===== src/rtl/csr_counter_file_if.sv =====
// CSR read/write bus between the core's CSR unit (master) and the counter CSR file (slave).
interface csr_counter_file_if #(
    parameter int XLEN = 64
);
    logic            csr_rvalid_i;
    logic [11:0]     csr_raddr_i;
    logic [XLEN-1:0] csr_rdata_o;
    logic            csr_rdata_valid_o;
    logic            csr_rerr_o;
    logic            csr_wvalid_i;
    logic [11:0]     csr_waddr_i;
    logic [XLEN-1:0] csr_wdata_i;
    logic            csr_werr_o;

    modport master (
        output csr_rvalid_i, csr_raddr_i, csr_wvalid_i, csr_waddr_i, csr_wdata_i,
        input  csr_rdata_o, csr_rdata_valid_o, csr_rerr_o, csr_werr_o
    );

    modport slave (
        input  csr_rvalid_i, csr_raddr_i, csr_wvalid_i, csr_waddr_i, csr_wdata_i,
        output csr_rdata_o, csr_rdata_valid_o, csr_rerr_o, csr_werr_o
    );
endinterface


===== src/rtl/csr_counter_file.sv =====
// Counter CSR file: mcycle, minstret, mhpmcounter3.., mhpmevent selectors and mcountinhibit.
// Define CSR_COUNTER_OVF_IRQ_EN to add sticky HPM overflow bits (mcountovf, 0x330) and ovf_irq_o.
module csr_counter_file #(
    parameter int XLEN         = 64,
    parameter int NUM_HPM      = 4,
    parameter int NUM_EVENTS   = 8,
    parameter int RETIRE_WIDTH = 2
) (
    input  logic                    clk,
    input  logic                    rst,
    csr_counter_file_if.slave       bus,
    input  logic [RETIRE_WIDTH-1:0] retire_valid_i,
    input  logic [RETIRE_WIDTH-1:0] retire_final_i,
    input  logic [NUM_EVENTS-1:0]   event_i,
    output logic                    ovf_irq_o
);

`ifdef CSR_COUNTER_OVF_IRQ_EN
    localparam bit OVF_EN = 1'b1;
`else
    localparam bit OVF_EN = 1'b0;
`endif

    localparam int               SEL_W    = $clog2(NUM_EVENTS + 1);
    localparam int               INH_W    = NUM_HPM + 3;
    localparam logic [INH_W-1:0] INH_MASK = ~INH_W'(2);
    localparam logic [XLEN-1:0]  ONE      = XLEN'(1);

    // Pages are 32-entry aligned blocks: 0xB00 (machine counters), 0xC00 (user aliases), 0x320 (selectors).
    localparam logic [6:0]  MCNT_PAGE          = 7'h58;
    localparam logic [6:0]  UCNT_PAGE          = 7'h60;
    localparam logic [6:0]  MEVT_PAGE          = 7'h19;
    localparam logic [11:0] MCOUNTINHIBIT_ADDR = 12'h320;
    localparam logic [11:0] MCOUNTOVF_ADDR     = 12'h330;

    logic [XLEN-1:0]   cycle_q, cycle_d;
    logic [XLEN-1:0]   instret_q, instret_d;
    logic [XLEN-1:0]   hpm_q [NUM_HPM];
    logic [XLEN-1:0]   hpm_d [NUM_HPM];
    logic [SEL_W-1:0]  sel_q [NUM_HPM];
    logic [SEL_W-1:0]  sel_d [NUM_HPM];
    logic [INH_W-1:0]  inhibit_q, inhibit_d;
    logic [XLEN-1:0]   rdata_q, rdata_d;
    logic              rvalid_q, rvalid_d;
    logic              rerr_q, rerr_d;

    logic [6:0]        wpage, rpage;
    logic [4:0]        widx, ridx;
    logic              we_cycle, we_instret, we_inhibit, we_ovf;
    logic [NUM_HPM-1:0] we_hpm, we_sel;
    logic              w_hit;
    logic [XLEN-1:0]   rd_val;
    logic              rd_ok;
    logic [XLEN-1:0]   retire_cnt;
    logic [NUM_HPM-1:0] hpm_hit, hpm_inc;

    assign wpage = bus.csr_waddr_i[11:5];
    assign widx  = bus.csr_waddr_i[4:0];
    assign rpage = bus.csr_raddr_i[11:5];
    assign ridx  = bus.csr_raddr_i[4:0];

    // 0x330 is decoded ahead of the selector page so it is never taken as a selector address.
    always_comb begin
        we_cycle   = 1'b0;
        we_instret = 1'b0;
        we_inhibit = 1'b0;
        we_ovf     = 1'b0;
        we_hpm     = '0;
        we_sel     = '0;
        if (bus.csr_wvalid_i) begin
            if (wpage == MCNT_PAGE) begin
                we_cycle   = (widx == 5'd0);
                we_instret = (widx == 5'd2);
                for (int i = 0; i < NUM_HPM; i++) begin
                    we_hpm[i] = (widx == 5'(i + 3));
                end
            end else if (bus.csr_waddr_i == MCOUNTINHIBIT_ADDR) begin
                we_inhibit = 1'b1;
            end else if (bus.csr_waddr_i == MCOUNTOVF_ADDR) begin
                we_ovf = OVF_EN;
            end else if (wpage == MEVT_PAGE) begin
                for (int i = 0; i < NUM_HPM; i++) begin
                    we_sel[i] = (widx == 5'(i + 3));
                end
            end
        end
    end

    assign w_hit          = we_cycle | we_instret | we_inhibit | we_ovf | (|we_hpm) | (|we_sel);
    assign bus.csr_werr_o = bus.csr_wvalid_i & ~w_hit;

`ifdef CSR_COUNTER_OVF_IRQ_EN
    logic [NUM_HPM-1:0] ovf_q, ovf_d, ovf_set, ovf_clr;
    logic               irq_q, irq_d;
`endif

    always_comb begin
        rd_val = '0;
        rd_ok  = 1'b0;
        if (rpage == MCNT_PAGE || rpage == UCNT_PAGE) begin
            if (ridx == 5'd0) begin
                rd_val = cycle_q;
                rd_ok  = 1'b1;
            end else if (ridx == 5'd2) begin
                rd_val = instret_q;
                rd_ok  = 1'b1;
            end else begin
                for (int i = 0; i < NUM_HPM; i++) begin
                    if (ridx == 5'(i + 3)) begin
                        rd_val = hpm_q[i];
                        rd_ok  = 1'b1;
                    end
                end
            end
        end else if (bus.csr_raddr_i == MCOUNTINHIBIT_ADDR) begin
            rd_val = XLEN'(inhibit_q);
            rd_ok  = 1'b1;
        end else if (bus.csr_raddr_i == MCOUNTOVF_ADDR) begin
`ifdef CSR_COUNTER_OVF_IRQ_EN
            rd_val = XLEN'({ovf_q, 3'b000});
            rd_ok  = 1'b1;
`endif
        end else if (rpage == MEVT_PAGE) begin
            for (int i = 0; i < NUM_HPM; i++) begin
                if (ridx == 5'(i + 3)) begin
                    rd_val = XLEN'(sel_q[i]);
                    rd_ok  = 1'b1;
                end
            end
        end
    end

    always_comb begin
        rvalid_d = bus.csr_rvalid_i;
        rdata_d  = rdata_q;
        rerr_d   = 1'b0;
        if (bus.csr_rvalid_i) begin
            rdata_d = rd_ok ? rd_val : '0;
            rerr_d  = ~rd_ok;
        end
    end

    // Increments use the pre-write inhibit/selector state; a write to a counter replaces its increment.
    always_comb begin
        retire_cnt = '0;
        for (int i = 0; i < RETIRE_WIDTH; i++) begin
            retire_cnt = retire_cnt + XLEN'(retire_valid_i[i] & retire_final_i[i]);
        end

        hpm_hit = '0;
        for (int i = 0; i < NUM_HPM; i++) begin
            for (int e = 0; e < NUM_EVENTS; e++) begin
                if (sel_q[i] == SEL_W'(e + 1) && event_i[e]) begin
                    hpm_hit[i] = 1'b1;
                end
            end
        end

        cycle_d = inhibit_q[0] ? cycle_q : cycle_q + ONE;
        if (we_cycle) begin
            cycle_d = bus.csr_wdata_i;
        end

        instret_d = inhibit_q[2] ? instret_q : instret_q + retire_cnt;
        if (we_instret) begin
            instret_d = bus.csr_wdata_i;
        end

        hpm_inc = '0;
        for (int i = 0; i < NUM_HPM; i++) begin
            hpm_inc[i] = hpm_hit[i] & ~inhibit_q[i + 3];
            hpm_d[i]   = hpm_inc[i] ? hpm_q[i] + ONE : hpm_q[i];
            if (we_hpm[i]) begin
                hpm_d[i] = bus.csr_wdata_i;
            end
            sel_d[i] = we_sel[i] ? bus.csr_wdata_i[SEL_W-1:0] : sel_q[i];
        end

        inhibit_d = we_inhibit ? (bus.csr_wdata_i[INH_W-1:0] & INH_MASK) : inhibit_q;
    end

    always_ff @(posedge clk) begin
        if (rst) begin
            cycle_q   <= '0;
            instret_q <= '0;
            inhibit_q <= '0;
            rdata_q   <= '0;
            rvalid_q  <= 1'b0;
            rerr_q    <= 1'b0;
            for (int i = 0; i < NUM_HPM; i++) begin
                hpm_q[i] <= '0;
                sel_q[i] <= '0;
            end
        end else begin
            cycle_q   <= cycle_d;
            instret_q <= instret_d;
            inhibit_q <= inhibit_d;
            rdata_q   <= rdata_d;
            rvalid_q  <= rvalid_d;
            rerr_q    <= rerr_d;
            for (int i = 0; i < NUM_HPM; i++) begin
                hpm_q[i] <= hpm_d[i];
                sel_q[i] <= sel_d[i];
            end
        end
    end

    assign bus.csr_rdata_o       = rdata_q;
    assign bus.csr_rdata_valid_o = rvalid_q;
    assign bus.csr_rerr_o        = rerr_q;

`ifdef CSR_COUNTER_OVF_IRQ_EN
    // Only a wrap caused by an increment is an overflow; if set and clear collide, set wins.
    always_comb begin
        ovf_set = '0;
        for (int i = 0; i < NUM_HPM; i++) begin
            ovf_set[i] = hpm_inc[i] & ~we_hpm[i] & (hpm_q[i] == '1);
        end
        ovf_clr = we_ovf ? bus.csr_wdata_i[NUM_HPM+2:3] : '0;
        ovf_d   = (ovf_q & ~ovf_clr) | ovf_set;
        irq_d   = |ovf_d;
    end

    always_ff @(posedge clk) begin
        if (rst) begin
            ovf_q <= '0;
            irq_q <= 1'b0;
        end else begin
            ovf_q <= ovf_d;
            irq_q <= irq_d;
        end
    end

    assign ovf_irq_o = irq_q;
`else
    assign ovf_irq_o = 1'b0;
`endif

endmodule


===== src/flat_wrapper.sv =====
// flat-port wrapper written by rule: the top's interface ports become plain ports
module csr_counter_file_flat 
#(
    parameter int XLEN         = 64,
    parameter int NUM_HPM      = 4,
    parameter int NUM_EVENTS   = 8,
    parameter int RETIRE_WIDTH = 2
)
  (clk, rst, retire_valid_i, retire_final_i, event_i, ovf_irq_o, bus_csr_rvalid_i, bus_csr_raddr_i, bus_csr_wvalid_i, bus_csr_waddr_i, bus_csr_wdata_i, bus_csr_rdata_o, bus_csr_rdata_valid_o, bus_csr_rerr_o, bus_csr_werr_o);
  csr_counter_file_if #(.XLEN(XLEN)) bus_i ();
  input  logic clk;
  input  logic rst;
  input  logic [RETIRE_WIDTH-1:0] retire_valid_i;
  input  logic [RETIRE_WIDTH-1:0] retire_final_i;
  input  logic [NUM_EVENTS-1:0] event_i;
  output logic ovf_irq_o;
  input wire logic [$bits(bus_i.csr_rvalid_i)-1:0] bus_csr_rvalid_i;
  input wire logic [$bits(bus_i.csr_raddr_i)-1:0] bus_csr_raddr_i;
  input wire logic [$bits(bus_i.csr_wvalid_i)-1:0] bus_csr_wvalid_i;
  input wire logic [$bits(bus_i.csr_waddr_i)-1:0] bus_csr_waddr_i;
  input wire logic [$bits(bus_i.csr_wdata_i)-1:0] bus_csr_wdata_i;
  output wire logic [$bits(bus_i.csr_rdata_o)-1:0] bus_csr_rdata_o;
  output wire logic [$bits(bus_i.csr_rdata_valid_o)-1:0] bus_csr_rdata_valid_o;
  output wire logic [$bits(bus_i.csr_rerr_o)-1:0] bus_csr_rerr_o;
  output wire logic [$bits(bus_i.csr_werr_o)-1:0] bus_csr_werr_o;
  assign bus_i.csr_rvalid_i = bus_csr_rvalid_i;
  assign bus_i.csr_raddr_i = bus_csr_raddr_i;
  assign bus_i.csr_wvalid_i = bus_csr_wvalid_i;
  assign bus_i.csr_waddr_i = bus_csr_waddr_i;
  assign bus_i.csr_wdata_i = bus_csr_wdata_i;
  assign bus_csr_rdata_o = bus_i.csr_rdata_o;
  assign bus_csr_rdata_valid_o = bus_i.csr_rdata_valid_o;
  assign bus_csr_rerr_o = bus_i.csr_rerr_o;
  assign bus_csr_werr_o = bus_i.csr_werr_o;
  csr_counter_file #(.XLEN(XLEN), .NUM_HPM(NUM_HPM), .NUM_EVENTS(NUM_EVENTS), .RETIRE_WIDTH(RETIRE_WIDTH)) u_core (.clk(clk), .rst(rst), .bus(bus_i), .retire_valid_i(retire_valid_i), .retire_final_i(retire_final_i), .event_i(event_i), .ovf_irq_o(ovf_irq_o));
endmodule

===== config.mk =====
export PLATFORM = sky130hd
export DESIGN_NAME = csr_counter_file_flat
export DESIGN_NICKNAME = d
export VERILOG_FILES = /design/src/rtl/csr_counter_file_if.sv /design/src/rtl/csr_counter_file.sv /design/src/flat_wrapper.sv
export SDC_FILE = /design/constraint.sdc
export NUM_CORES = 2
export LEC_CHECK = 0
export BUFFER_PORTS_ARGS = -buffer_cell sky130_fd_sc_hd__buf_2
export CAP_MARGIN = 0
export CORE_ASPECT_RATIO = 1.4
export CORE_MARGIN = 4
export CORE_UTILIZATION = 55
export DETAILED_ROUTE_END_ITERATION = 10
export HOLD_SLACK_MARGIN = 0.12
export PLACE_DENSITY = 0.81
export SLEW_MARGIN = 5
export SYNTH_ARGS = -nofsm -noshare
export SYNTH_HDL_FRONTEND = slang
export SYNTH_SLANG_ARGS = --single-unit

===== constraint.sdc =====
create_clock -name clk -period 6.95 [get_ports clk]
set_input_delay 0 -clock clk [delete_from_list [all_inputs] [get_ports clk]]
set_output_delay 0 -clock clk [all_outputs]
set_load 0.02 [all_outputs]

Yosys cells after proc, flatten, opt, wreduce, memory -nomap -nowiden

Memories as Yosys holds them, arrays and structs flattened.
Cells that the tools add are included.

Add/subtract/negate cells: 7
Eq/ne operators: 53
Mux-type cells: 98
Bitwise logic cells: 26
Reduce and logical (&&, ||, !) cells: 38

Operators by type and width:

| operator                                                                | count |
|---|---|
| 64-bit 2-to-1 mux                                                       | 27 |
| 64-bit by 1-bit adder with 64-bit output, second input constant         | 5 |
| 64-bit adder                                                            | 2 |
| 4-bit 2-to-1 mux                                                        | 19 |
| 4-bit by 3-bit equality test with 1-bit output, second input constant   | 16 |
| 1-bit 2-to-1 mux                                                        | 52 |
| 12-bit by 10-bit equality test with 1-bit output, second input constant | 4 |
| 4-bit by 2-bit equality test with 1-bit output, second input constant   | 8 |
| 1-bit logical AND                                                       | 32 |
| 5-bit by 3-bit equality test with 1-bit output, second input constant   | 6 |
| 7-bit equality test, second input constant                              | 3 |
| 5-bit by 2-bit equality test with 1-bit output, second input constant   | 4 |
| 4-bit by 1-bit equality test with 1-bit output, second input constant   | 4 |
| 4-bit equality test, second input constant                              | 4 |
| 7-bit by 5-bit equality test with 1-bit output, second input constant   | 2 |
| 1-bit bitwise OR                                                        | 12 |
| 5-bit zero test                                                         | 2 |
| 4-bit OR reduction                                                      | 2 |
| 1-bit AND                                                               | 7 |
| 1-bit inverter                                                          | 7 |
| 2-bit inequality test, second input constant                            | 2 |
| 2-bit OR reduction                                                      | 1 |
| 1-bit logical OR                                                        | 1 |

Flip-flop bits (word level): 200
Memory bits (writable): 272
Bits of input ports: 104
Output and inout bits: 68
Word-level logic and storage cells: 230
Memories kept: 2

Memories:

| name         | depth | width | rd ports | clocked after memory_dff | write ports | RTL line               | RTL |
|---|---|---|---|---|---|---|---|
| u_core.hpm_q | 4     | 64    | 4        | 0                        | 4           | csr_counter_file.sv:38 | `logic [XLEN-1:0] hpm_q [NUM_HPM];` |
| u_core.sel_q | 4     | 4     | 4        | 0                        | 4           | csr_counter_file.sv:40 | `logic [SEL_W-1:0] sel_q [NUM_HPM];` |

Depth between registers and ports, before layout

An unclocked memory read counts as a cell.

Depth after elaboration: 15
Gate-level depth with buffers: 10
Gate-level depth less buffers: 9

Worst setup path after synthesis

OpenSTA, ideal clock, no wires.

Path kind: register -> register
Start point: mem u_core.sel_q[3][2] (netlist bit)
End point: mem u_core.hpm_q[3][37]
Setup time: 0.086 ns
Arrival time: 2.264 ns
Data required time: 6.864 ns
Slack: 4.601 ns
Stages on the path, launching flop included: 10
Path buffers: 3
Clock period less this slack: 2.349 ns
Cells stage by stage: dfxtp_1 -> clkbuf_2 -> mux2_2 -> a221oi_1 -> o41a_1 -> buf_2 -> buf_1 -> nor2_1 -> xnor2_1 -> a211oi_1

RTL lines:

| element         | RTL line |
|---|---|
| start, declared | csr_counter_file.sv:40 |
| end, declared   | csr_counter_file.sv:38 |

Worst setup path after layout

Start point: reg u_core.instret_q[3]
End point: reg u_core.instret_q[44]

Word-level cells in the longest chain between the ends: 3

Ends and longest elaborated chain:

| element                | RTL line                | RTL |
|---|---|---|
| start, declared        | csr_counter_file.sv:37  | `logic [XLEN-1:0] instret_q, instret_d;` |
| start signal, assigned | csr_counter_file.sv:196 | `instret_q <= instret_d;` |
| 64-bit adder           | csr_counter_file.sv:164 | `instret_d = inhibit_q[2] ? instret_q : instret_q + retire_cnt;` |
| 64-bit 2-to-1 mux      | csr_counter_file.sv:164 |  |
| 64-bit 2-to-1 mux      | csr_counter_file.sv:165 | `if (we_instret) begin` |

No other way between the ends. The select of a mux whose other input is x is not followed.
A chain may end at the register's enable or synchronous reset.

==> reports/qor.yml <==
cts:
  cts_root_buf: "clkbuf_16"
  h-tree-depth: 2
  clkSinkCount: 472
  cts_repair_resize_count: 0
  clock_latency_ns: 0.64
  cts_tree: "yes"
  path_clk_slew_ns: 0.07
  cts_made_buffers: 49
  cts_max_path_buffers: 3
synth:
  synth_cell_types: 82
  syn_inst: 3511
  synth_top_area_frac: 0.338
  synth_common_cells: "475 x nor2_1, 472 x dfxtp_1, 319 x a211oi_1"
  synth.most_common_cell: "nor2_1"
  ys_seq_area_frac: 0.338
  ys_ff_latch: 472
  syn_area_sq_um: 28000
  async_flop_share: 0
  synth.net_count: 3622
  synth-main-ff-cell: "dfxtp_1"
  synth_enable_flop_cells: 0
  synth.avg_cell_area_sq_um: 7.97
  synth.largest_area_cell: "dfxtp_1"
  ys_top_cells_by_area: "dfxtp_1 34%, a211oi_1 8.6%, xnor2_1 6.4%"
  ys_warn_count: 0
worst_setup_path:
  crit_chain: "nand4_1, nor3_1, nand4_1, nor4_1, xnor2_1, a211oi_1"
  critPathMostFrequentCell: "nand4_1"
  startpoint_type: "flip-flop"
  end_kind: "flip-flop"
  required_ns: 7.49
  slowest_stage: "nand4_1"
  critPathMaxStageDelay_ns: 0.75
  crit_fanout: 15
  critical_path_class: "flip-flop to flip-flop"
  crit_arrival_ns: 3.89
timing:
  fin_hold_ws_ns: 0.151
  final-hold-violation-count: 0
  period_needed_ns: 3.34
  fmax_mhz: 299
  drv_slew: 0
  finalCritPeriodShare: 0.481
  fin_setup_tns_ns: 0
  setup_viol: 0
  fin_worst_skew_ns: 0.0442
  tightest_slew_ns: 1.25
  rsz0062_at_grt: "false"
  slew_headroom: 0.168
status:
  status: "complete, but fails checks"
  violations: "DRC"
global_route:
  grt_pass1_wl_microns: 169000
  grt_usage: 0.399
  grt_pass1_vias: 27700
  grt_max_degree: 219
  antenna_found_initial: 0
  gr-total-overflow: 0
die:
  start_util: 0.557
  fp.dieArea_sq_um: 54600
  io_pins: 172
  die_w_microns: 199
  fp.coreArea_sq_um: 50200
  core.rowCount: 97
  die_y_microns: 275
layout:
  layout-drive-gt1-share: 0.0970
  area_delta_synth_final_pct: 13.3
  final_nets: 3712
  final_core_util: 0.631
placed_design:
  place_congestion: 1.03
  dp_hpwl_microns: 78900
  io_buffers: 170
drt:
  wl_per_cell_microns: 26.5
  drc: 1
  drt-total-wl_microns: 114000
  drt_iter0_markers: 3931
  ant_nets: 0
  dr.pass1.iters: 11
  via_count: 29800
  detail_route.vias_per_cell: 6.94
run:
  max_cap_violations: 0
worst_hold_path:
  hold_path_class: "input port to flip-flop"
power_and_ir_drop:
  p_per_area_nw_per_um2: 187
  vdd.ir_drop.worst_mv: 0.169
  power_w: 0.00594
  p_leak_nw: 9.99
[where the power goes]
part / leakage (nW) / internal, W / switching, W
Combinational: 5.34 / 0.0000903 / 0.000218
Clock: 0.845 / 0.00170 / 0.00122
Sequential: 3.80 / 0.00271 / 0.0000101
[cells by family after synthesis]
| group | after synthesis | synth area share |
|---|---|---|
| buffers and inverters | 295 | 0.0406 |
| adders and majority gates | 7 | 0.00340 |
| DFF | 472 | 0.338 |
| xor gates and xnor gates | 347 | 0.109 |
| muxes | 95 | 0.0355 |
| other | 1 | 0.000134 |
| AOI/OAI and AO/OA | 728 | 0.187 |
| and+or+nand+nor | 1566 | 0.287 |
[state kept, by name, summed over array words and instances (netlist names)]
signal and count:
u_core.bus.csr_rerr_o 1, u_core.hpm_q 256, u_core.inhibit_q 6, u_core.sel_q 16, u_core.bus.csr_rdata_valid_o 1, u_core.instret_q 64, u_core.cycle_q 64, u_core.bus.csr_rdata_o 64
[cell type report]
| class | count | area, sq um |
|---|---|---|
| diodes | 1 | 2.50 |
| clock buffers | 72 | 1430 |
| clock inverters | 19 | 310 |
| fillers | 4451 | 18500 |
| inverters | 39 | 146 |
| multi-input cells | 2744 | 17500 |
| flip-flops and latches | 472 | 9450 |
| well taps | 643 | 805 |
| repair buffers | 295 | 2050 |
[worst paths after layout]
check	from	to	slack, ns	cells after the start
setup reg to reg	u_core.instret_q[3]	u_core.instret_q[44]	3.61	6
setup / recovery	u_core.instret_q[3]	u_core.instret_q[44]	3.61	6
hold / removal	bus_csr_raddr_i[10]	u_core.bus.csr_rdata_o[5]	0.15	6
hold reg to reg	u_core.bus.csr_rdata_o[4]	u_core.bus.csr_rdata_o[4]	0.45	2
[layer usage]
metal  share of wire  vias to the layer above  global-route usage
met5               0                        -                   0
met4            0.12                        0               0.372
met3            0.10                      691              0.0892
met2            0.44                     2063               0.620
met1            0.34                    13800               0.450
li1                -                    13200                   -
[cell usage in the layout, fill, tap and decap left out, types with 71 or more instances in the layout]
cell / synthesis / final
a211oi_1: 319 / 319
a21oi_1: 90 / 89
a22oi_1: 103 / 103
buf_2: 13 / 167
dfxtp_1: 472 / 472
dlygate4sd3_1: 0 / 88
mux2i_1: 71 / 71
nand2_1: 213 / 211
nand3_1: 206 / 203
nand4_1: 155 / 155
nor2_1: 475 / 474
nor3_1: 96 / 95
nor4_1: 107 / 105
xnor2_1: 205 / 205
xor2_1: 142 / 142
[critical path, delay by kind of cell (launching register included)]
family,cells,cell delay [ns]
xor+xnor,1,0.11
simple gates,4,2.42
flops,1,0.49
compound gates,1,0.22
[through the flow]
| step | cells | instance area [sq um] | setup slack (ns) |
|---|---|---|---|
| 2_1_floorplan | 3511 | 28000 | 4.60 |
| 3_3_place_gp | 4105 | 29100 | 3.88 |
| 3_5_place_dp | 4105 | 29100 | 3.81 |
| 4_1_cts | 4284 | 31700 | 3.82 |
| 5_1_grt | 4284 | 31700 | 3.46 |
| 6_report | 4285 | 31700 | 3.61 |
[what timing repair did]
item	4_1_cts	5_1_grt
buffers inserted	0	0
endpoints found under the hold margin	423	0
hold buffers	88	0
Power figures use the tool's default switching activity.
